## config.mk

```make
export PLATFORM = sky130hd
export DESIGN_NAME = freq_div_ctrl_flat
export DESIGN_NICKNAME = d
export VERILOG_FILES = /design/src/rtl/freq_div_ctrl_if.sv /design/src/rtl/freq_div_ctrl.sv /design/src/flat_wrapper.sv
export SDC_FILE = /design/constraint.sdc
export NUM_CORES = 1
export LEC_CHECK = 0
export CAP_MARGIN = 10
export CELL_PAD_IN_SITES_DETAIL_PLACEMENT = 2
export CELL_PAD_IN_SITES_GLOBAL_PLACEMENT = 2
export CORE_MARGIN = 2
export CORE_UTILIZATION = 29
export CTS_CLUSTER_DIAMETER = 120
export DETAILED_ROUTE_END_ITERATION = 12
export GPL_TIMING_DRIVEN = 0
export HOLD_SLACK_MARGIN = 0.12
export PLACE_DENSITY = 0.78
export SYNTH_ARGS = -nofsm -noshare
export SYNTH_HDL_FRONTEND = slang
export SYNTH_SLANG_ARGS = --single-unit
```

## constraint.sdc

```tcl
create_clock -name clk -period 2.25 [get_ports clk]
set_input_delay 0.45 -clock clk [delete_from_list [all_inputs] [get_ports clk]]
set_output_delay 0.45 -clock clk [all_outputs]
set_load 0.01 [all_outputs]
```

## src/rtl/freq_div_ctrl_if.sv

```systemverilog
// Configuration handshake bundle for the divider sequencer.
// The master offers div/count, the sequencer answers with ready.
interface freq_div_ctrl_if #(
    parameter int DIV_W = 8,
    parameter int CNT_W = 8
);
    logic             cfg_valid;
    logic             cfg_ready;
    logic [DIV_W-1:0] cfg_div;
    logic [CNT_W-1:0] cfg_count;

    modport master (
        output cfg_valid,
        output cfg_div,
        output cfg_count,
        input  cfg_ready
    );

    modport slave (
        input  cfg_valid,
        input  cfg_div,
        input  cfg_count,
        output cfg_ready
    );
endinterface

```

## src/rtl/freq_div_ctrl.sv

```systemverilog
// Programmable sequencer: runs the period counter for a configured
// number of divided periods, gated by din, with abort and done.
module freq_div_ctrl #(
    parameter int DIV_W = 8,
    parameter int CNT_W = 8
) (
    input  logic             clk,
    input  logic             reset,
    freq_div_ctrl_if.slave   cfg,
    input  logic             din,
    input  logic             abort,
    output logic             tick,
    output logic             out,
    output logic             busy,
    output logic             done,
    output logic             aborted,
    output logic [CNT_W-1:0] pulses_left
);

    typedef enum logic [1:0] {
        S_IDLE = 2'd0,
        S_RUN  = 2'd1,
        S_DONE = 2'd2
    } state_t;

    state_t           state_q, state_d;
    logic [DIV_W-1:0] div_q, div_d;
    logic [DIV_W-1:0] pc_q, pc_d;
    logic [CNT_W-1:0] left_q, left_d;
    logic             tick_q, tick_d;
    logic             out_q, out_d;
    logic             aborted_q, aborted_d;

    always_ff @(posedge clk) begin
        if (reset) begin
            state_q   <= S_IDLE;
            div_q     <= '0;
            pc_q      <= '0;
            left_q    <= '0;
            tick_q    <= 1'b0;
            out_q     <= 1'b0;
            aborted_q <= 1'b0;
        end else begin
            state_q   <= state_d;
            div_q     <= div_d;
            pc_q      <= pc_d;
            left_q    <= left_d;
            tick_q    <= tick_d;
            out_q     <= out_d;
            aborted_q <= aborted_d;
        end
    end

    always_comb begin
        state_d   = state_q;
        div_d     = div_q;
        pc_d      = pc_q;
        left_d    = left_q;
        tick_d    = 1'b0;
        out_d     = out_q;
        aborted_d = aborted_q;
        unique case (state_q)
            S_IDLE: begin
                if (cfg.cfg_valid) begin
                    // a zero ratio behaves as divide-by-one
                    div_d = (cfg.cfg_div == '0) ?
                            DIV_W'(1) : cfg.cfg_div;
                    pc_d   = div_d - DIV_W'(1);
                    left_d = cfg.cfg_count;
                    if (cfg.cfg_count == '0)
                        state_d = S_DONE;
                    else
                        state_d = S_RUN;
                end
            end
            S_RUN: begin
                if (abort) begin
                    state_d   = S_DONE;
                    aborted_d = 1'b1;
                end else if (din) begin
                    if (pc_q != '0) begin
                        pc_d = pc_q - DIV_W'(1);
                    end else begin
                        tick_d = 1'b1;
                        out_d  = ~out_q;
                        pc_d   = div_q - DIV_W'(1);
                        if (left_q != '0)
                            left_d = left_q - CNT_W'(1);
                        if (left_q <= CNT_W'(1))
                            state_d = S_DONE;
                    end
                end
            end
            S_DONE: begin
                state_d   = S_IDLE;
                out_d     = 1'b0;
                aborted_d = 1'b0;
            end
            default: begin
                state_d = S_IDLE;
            end
        endcase
    end

    assign cfg.cfg_ready = (state_q == S_IDLE);
    assign busy          = (state_q != S_IDLE);
    assign done          = (state_q == S_DONE);
    assign tick          = tick_q;
    assign out           = out_q;
    assign aborted       = aborted_q;
    assign pulses_left   = left_q;

endmodule

```

## src/flat_wrapper.sv

```systemverilog
// flat-port wrapper written by rule: the top's interface ports become plain ports
module freq_div_ctrl_flat 
#(
    parameter int DIV_W = 8,
    parameter int CNT_W = 8
)
  (clk, reset, din, abort, tick, out, busy, done, aborted, pulses_left, cfg_cfg_valid, cfg_cfg_div, cfg_cfg_count, cfg_cfg_ready);
  freq_div_ctrl_if #(.DIV_W(DIV_W), .CNT_W(CNT_W)) cfg_i ();
  input  logic clk;
  input  logic reset;
  input  logic din;
  input  logic abort;
  output logic tick;
  output logic out;
  output logic busy;
  output logic done;
  output logic aborted;
  output logic [CNT_W-1:0] pulses_left;
  input wire logic [$bits(cfg_i.cfg_valid)-1:0] cfg_cfg_valid;
  input wire logic [$bits(cfg_i.cfg_div)-1:0] cfg_cfg_div;
  input wire logic [$bits(cfg_i.cfg_count)-1:0] cfg_cfg_count;
  output wire logic [$bits(cfg_i.cfg_ready)-1:0] cfg_cfg_ready;
  assign cfg_i.cfg_valid = cfg_cfg_valid;
  assign cfg_i.cfg_div = cfg_cfg_div;
  assign cfg_i.cfg_count = cfg_cfg_count;
  assign cfg_cfg_ready = cfg_i.cfg_ready;
  freq_div_ctrl #(.DIV_W(DIV_W), .CNT_W(CNT_W)) u_core (.clk(clk), .reset(reset), .cfg(cfg_i), .din(din), .abort(abort), .tick(tick), .out(out), .busy(busy), .done(done), .aborted(aborted), .pulses_left(pulses_left));
endmodule
```

* Yosys cells after proc, flatten, opt, wreduce, memory -nomap -nowiden
Index checks and enable logic that the tools add are counted.
** Storage, ports and cells
- Bits in registers :: 29
- Input port bits :: 21
- Logic and storage cells :: 67
** Cells by class
- Add/subtract/negate cells :: 4
- Order comparisons :: 1
- Eq/ne operators :: 11
- Muxes and demuxes :: 26
- Bitwise gates (word level) :: 3
- Reduce and logical (&&, ||, !) cells :: 15
** Operators by type and width (count)
- 8-bit two-way mux :: 10
- 8-bit case mux with 2 select lines :: 2
- 8-bit by 1-bit subtractor with 8-bit output, second input constant :: 4
- 8-bit zero test :: 2
- 8-bit nonzero test :: 2
- 2-bit two-way mux :: 6
- 4-bit AND reduction :: 3
- 2-bit inequality test, second input constant :: 5
- 8-bit by 1-bit less-or-equal comparator with 1-bit output, second input constant :: 1
- 3-bit inequality test, second input constant :: 2
- 6-bit AND reduction :: 1
- 2-bit nonzero test :: 3
- 1-bit two-way mux :: 5
- 1-bit case mux with 2 select lines :: 2
- 2-bit case mux with 2 select lines :: 1
- 2-bit AND reduction :: 2
- 4-bit OR reduction :: 1
- 3-bit by 2-bit inequality test with 1-bit output, second input constant :: 1
- 1-bit NOT :: 3
- 2-bit by 1-bit equality test with 1-bit output, second input constant :: 1
- 2-bit equality test, second input constant :: 1
- 2-bit zero test :: 1
- 2-bit by 1-bit inequality test with 1-bit output, second input constant :: 1

* Depth between registers and ports, before layout
- Depth after elaboration :: 6
- Gate-level depth with buffers :: 10
- Depth with buffers taken out :: 8

* Worst setup path after synthesis
OpenSTA, ideal clock, no wires.
- Path type :: register -> register
- From :: register u_core.pc_q[1]
- To :: register u_core.pc_q[6]
- Arrival time :: 1905 ps
- Required time :: 2117 ps
- Setup slack :: 212 ps
- Cell stages (with the launch flop) :: 9
- Path buffers :: 0
- Clock period less this slack :: 2038 ps
- Path through :: dfxtp_1 > nor4_4 > a31oi_1 > or2_2 > ha_1 > o211ai_1 > nor3_1 > xnor2_1 > a21oi_1
** Between the ends
- Cells in the longest elaborated chain, start to end :: 5
** Ends and longest elaborated chain
- start, declared :: RTL line freq_div_ctrl.sv:28 : logic [DIV_W-1:0] pc_q, pc_d;
- start signal, assigned :: RTL line freq_div_ctrl.sv:46 : pc_q <= pc_d;
- 8-bit by 1-bit subtractor with 8-bit output or 8-bit nonzero test (tied branches) :: RTL line freq_div_ctrl.sv:82, freq_div_ctrl.sv:81
- 8-bit two-way mux * :: RTL line freq_div_ctrl.sv:81 : if (pc_q != '0) begin
- 8-bit two-way mux * :: RTL line freq_div_ctrl.sv:80 : end else if (din) begin
- 8-bit two-way mux * :: RTL line freq_div_ctrl.sv:77 : if (abort) begin
- 8-bit case mux with 2 select lines * :: RTL line freq_div_ctrl.sv:62 : unique case (state_q)
Every way passes the cells marked *; elsewhere a longest branch is shown, timed or not. The select of a mux whose other input is x is not followed.
A chain may end at the register's enable or synchronous reset.

* Worst setup path after layout
- From :: input cfg_cfg_div[5]
- To :: register u_core.pc_q[6]
** Between the ends
- Cells in the longest elaborated chain, start to end :: 5
** Ends and longest elaborated chain
- start, declared :: RTL line flat_wrapper.sv:20 : input wire logic [$bits(cfg_i.cfg_div)-1:0] cfg_cfg_div;
- 8-bit zero test :: RTL line freq_div_ctrl.sv:66 : div_d = (cfg.cfg_div == '0) ?
- 8-bit two-way mux * :: RTL line freq_div_ctrl.sv:66
- 8-bit by 1-bit subtractor with 8-bit output * :: RTL line freq_div_ctrl.sv:68 : pc_d = div_d - DIV_W'(1);
- 8-bit two-way mux * :: RTL line freq_div_ctrl.sv:64 : if (cfg.cfg_valid) begin
- 8-bit case mux with 2 select lines * :: RTL line freq_div_ctrl.sv:62
Marked as above.

==> impl_metrics.ini <==
[floorplanning]
core_mm2 = 0.00585
dieArea_mm2 = 0.00664
die_h_um = 81.5
start_util = 0.298
fp-row-count = 28
fp.dieW_um = 81.5
ioPinCount = 35

[drt]
vias = 1902
drt_wl_total_um = 6710
first_iter_violations = 70
wl_per_cell_um = 19.3
ant_nets = 0
viasPerCell = 5.48
dr.pass1.iters = 4
drc = 0

[timing]
clock_skew_ns = 0.00501
max_freq_mhz = 451
fin_setup_tns_ns = 0
finalHoldViolCount = 0
setup_ws_ns = 0.0327
final.period_utilization = 0.985
rsz0062_at_grt = true
worst_slew_pin_slew_ns = 0.700
setup_viol = 0
report.final.slew_viol_count = 0
maxSlewHeadroom = 0.529
holdWs_ns = 0.472
period_minus_slack_ns = 2.22

[pwr]
powerDensity_mw_per_mm2 = 766
power_leakage_nw = 0.860
max-vdd-ir-drop_mv = 0.288

[grt]
grt_pass1_vias = 1959
grt_antenna_before_repair = 0
grt_use_total = 0.206
grt_pass1_wl_um = 10500
grt_max_degree = 20
grt_overflow_total = 0

[yosys]
synth_fp_nets = 249
ys_top_cells_by_area = dfxtp_1, nand2_1, a21oi_1, o21ai_0, nor2_1
ys_seq_area_frac = 0.333
yosysWarningCount = 0
synth_top_cell_by_area = dfxtp_1
synth_area_mm2 = 0.00174
synth_most_common_cell = nand2_1
syn_inst = 225
synthFlopType = dfxtp_1
synth_top_area_share = 0.333
ys_ff_latch = 29
ys_top_cells_by_count = nand2_1, dfxtp_1, a21oi_1
synth-async-reset-ratio = 0
synth_edf_count = 0
synth_area_per_cell_um2 = 7.74
synth_cell_types = 52

[placed_design]
gp_routability_congestion = 0.789
dp.cells = 334
hpwl_um = 4640
portBuffers = 34
placed_area_mm2 = 0.00218
post-place-ws_ns = -0.523

[status]
status = finished, final reports clean

[cells_and_area]
diodes = 0
final_cells = 347
final_area_mm2 = 0.00239
drive_gt1_frac = 0.184
area_growth_pct = 37.4
nets = 296

[setup_path]
worstSetupPathType = primary input to register
cp_data_required_time_ns = 2.42
worst_path_largest_cell_delay_ns = 0.58
cp-end-kind = register
path_buf_inv = 1
worstSetupStartpointType = primary input
r2r_setup_slack_ns = 0.06
cp_top_family = buffers and inverters
worst_path_max_delay_cell = clkdlybuf4s50_1
path_cells = clkdlybuf4s50_1 > nor4_4 > a211oi_2 > or2_2 > ha_2 > o211ai_1 > nor3_1 > xnor2_1 > a21oi_1
path_depth = 9
rr_worst_depth = 9
crit_arrival_ns = 2.39
crit_fanout = 3

[clock_network]
insertion_delay_ns = 0.29
clk_path_buf_depth = 2
h-tree-depth = 2
cts_buffers = 5
clock-sinks = 29
cts_tree = done
clk_pin_slew_ns = 0.07
cts-root-buf = clkbuf_8

[flow_run]
maxCapViolCount = 0

[min_path]
hp-class = register to register
holdPathStages = 2
-- area by class of cell --
type                       instances  area [um2]
timing repair buffer              42         400
sequential                        29         582
multi-input combinational        177        1150
tap                               75        93.8
inverter                           7        26.3
buffer                            10        58.8
fill                             667        3460
clock buffer                       7        86.3
-- state kept, by name, indices dropped and copies added (netlist names) --
signal              flops
u_core.tick             1
u_core.out              1
u_core.div_q            8
u_core.pc_q             8
u_core.aborted          1
u_core.state_q          2
u_core.pulses_left      8
-- cells in the final DEF, fill, tap and decap left out, types with 2 or more instances in the layout --
cell type | Yosys | layout
clkbuf_8 | 0 | 6
ha_2 | 0 | 2
a21oi_1 | 26 | 26
a31o_2 | 2 | 2
buf_4 | 0 | 9
nor2_1 | 18 | 17
dfxtp_1 | 29 | 28
nand3_1 | 4 | 4
inv_1 | 7 | 6
nor3_1 | 12 | 10
buf_1 | 2 | 2
clkbuf_1 | 6 | 4
o21ai_1 | 2 | 2
o32ai_1 | 3 | 3
or3b_2 | 2 | 2
o211ai_1 | 2 | 2
mux2i_1 | 3 | 3
xnor2_1 | 3 | 3
buf_6 | 2 | 2
clkdlybuf4s50_1 | 0 | 31
nor4_4 | 1 | 2
o21ai_0 | 14 | 14
a31oi_1 | 3 | 2
or4_1 | 2 | 2
o22ai_1 | 2 | 2
nand2_1 | 35 | 34
a211oi_1 | 4 | 3
or2_2 | 2 | 2
nor4_1 | 5 | 4
nor3b_1 | 2 | 2
nor4_2 | 2 | 2
dlygate4sd2_1 | 0 | 2
-- worst min-delay path: cells and delay by family, from the launching register on --
kind,cells,cell delay (ns)
DFF,1,0.31
and+or+nand+nor,1,0.05
AOI/OAI and AO/OA,1,0.06
-- where the power goes --
part           leakage (nW)  internal (W)  switching (W)
clock                0.0443      0.000243       0.000216
sequential            0.239      0.000572      0.0000741
combinational         0.577      0.000321       0.000407
-- stage by stage --
stage               utilization  power (W)
floorplan                     -    0.00104
finish                    0.409    0.00183
global route              0.409    0.00194
global placement          0.372    0.00127
CTS                       0.394    0.00178
detailed placement        0.372    0.00129
-- cells by family after synthesis --
family | after synthesis | share of synthesized area
AND/OR/NAND/NOR | 96 | 0.287
AO/OA/AOI/OAI | 71 | 0.269
flip-flops | 29 | 0.333
buffers and inverters | 19 | 0.0510
XOR/XNOR | 4 | 0.0201
multiplexers | 3 | 0.0172
adder cells (fa/ha/maj) | 3 | 0.0216
-- routing by layer --
metal / vias to the layer above / GRT usage / part of all wire
met5: - / 0 / 0
met4: 0 / 0.0508 / 0.012
met3: 7 / 0.0297 / 0.019
met2: 25 / 0.330 / 0.48
met1: 953 / 0.290 / 0.49
li1: 917 / - / -
-- worst paths after layout --
check,start,to
worst max-delay path,cfg_cfg_div[5],u_core.pc_q[6]
worst min-delay path,u_core.div_q[7],u_core.div_q[7]
worst max register to register,u_core.pc_q[1],u_core.pc_q[6]
worst min register to register,u_core.div_q[7],u_core.div_q[7]
-- timing repair --
action | in CTS | in global routing
buffers inserted | 5 | 3
resized for setup | 6 | 17
endpoints found under the setup margin | 13 | 9
hold buffers | 0 | 0
gates cloned | 0 | 0
pin swaps | 2 | 5
(Power assumes the default switching activity.)
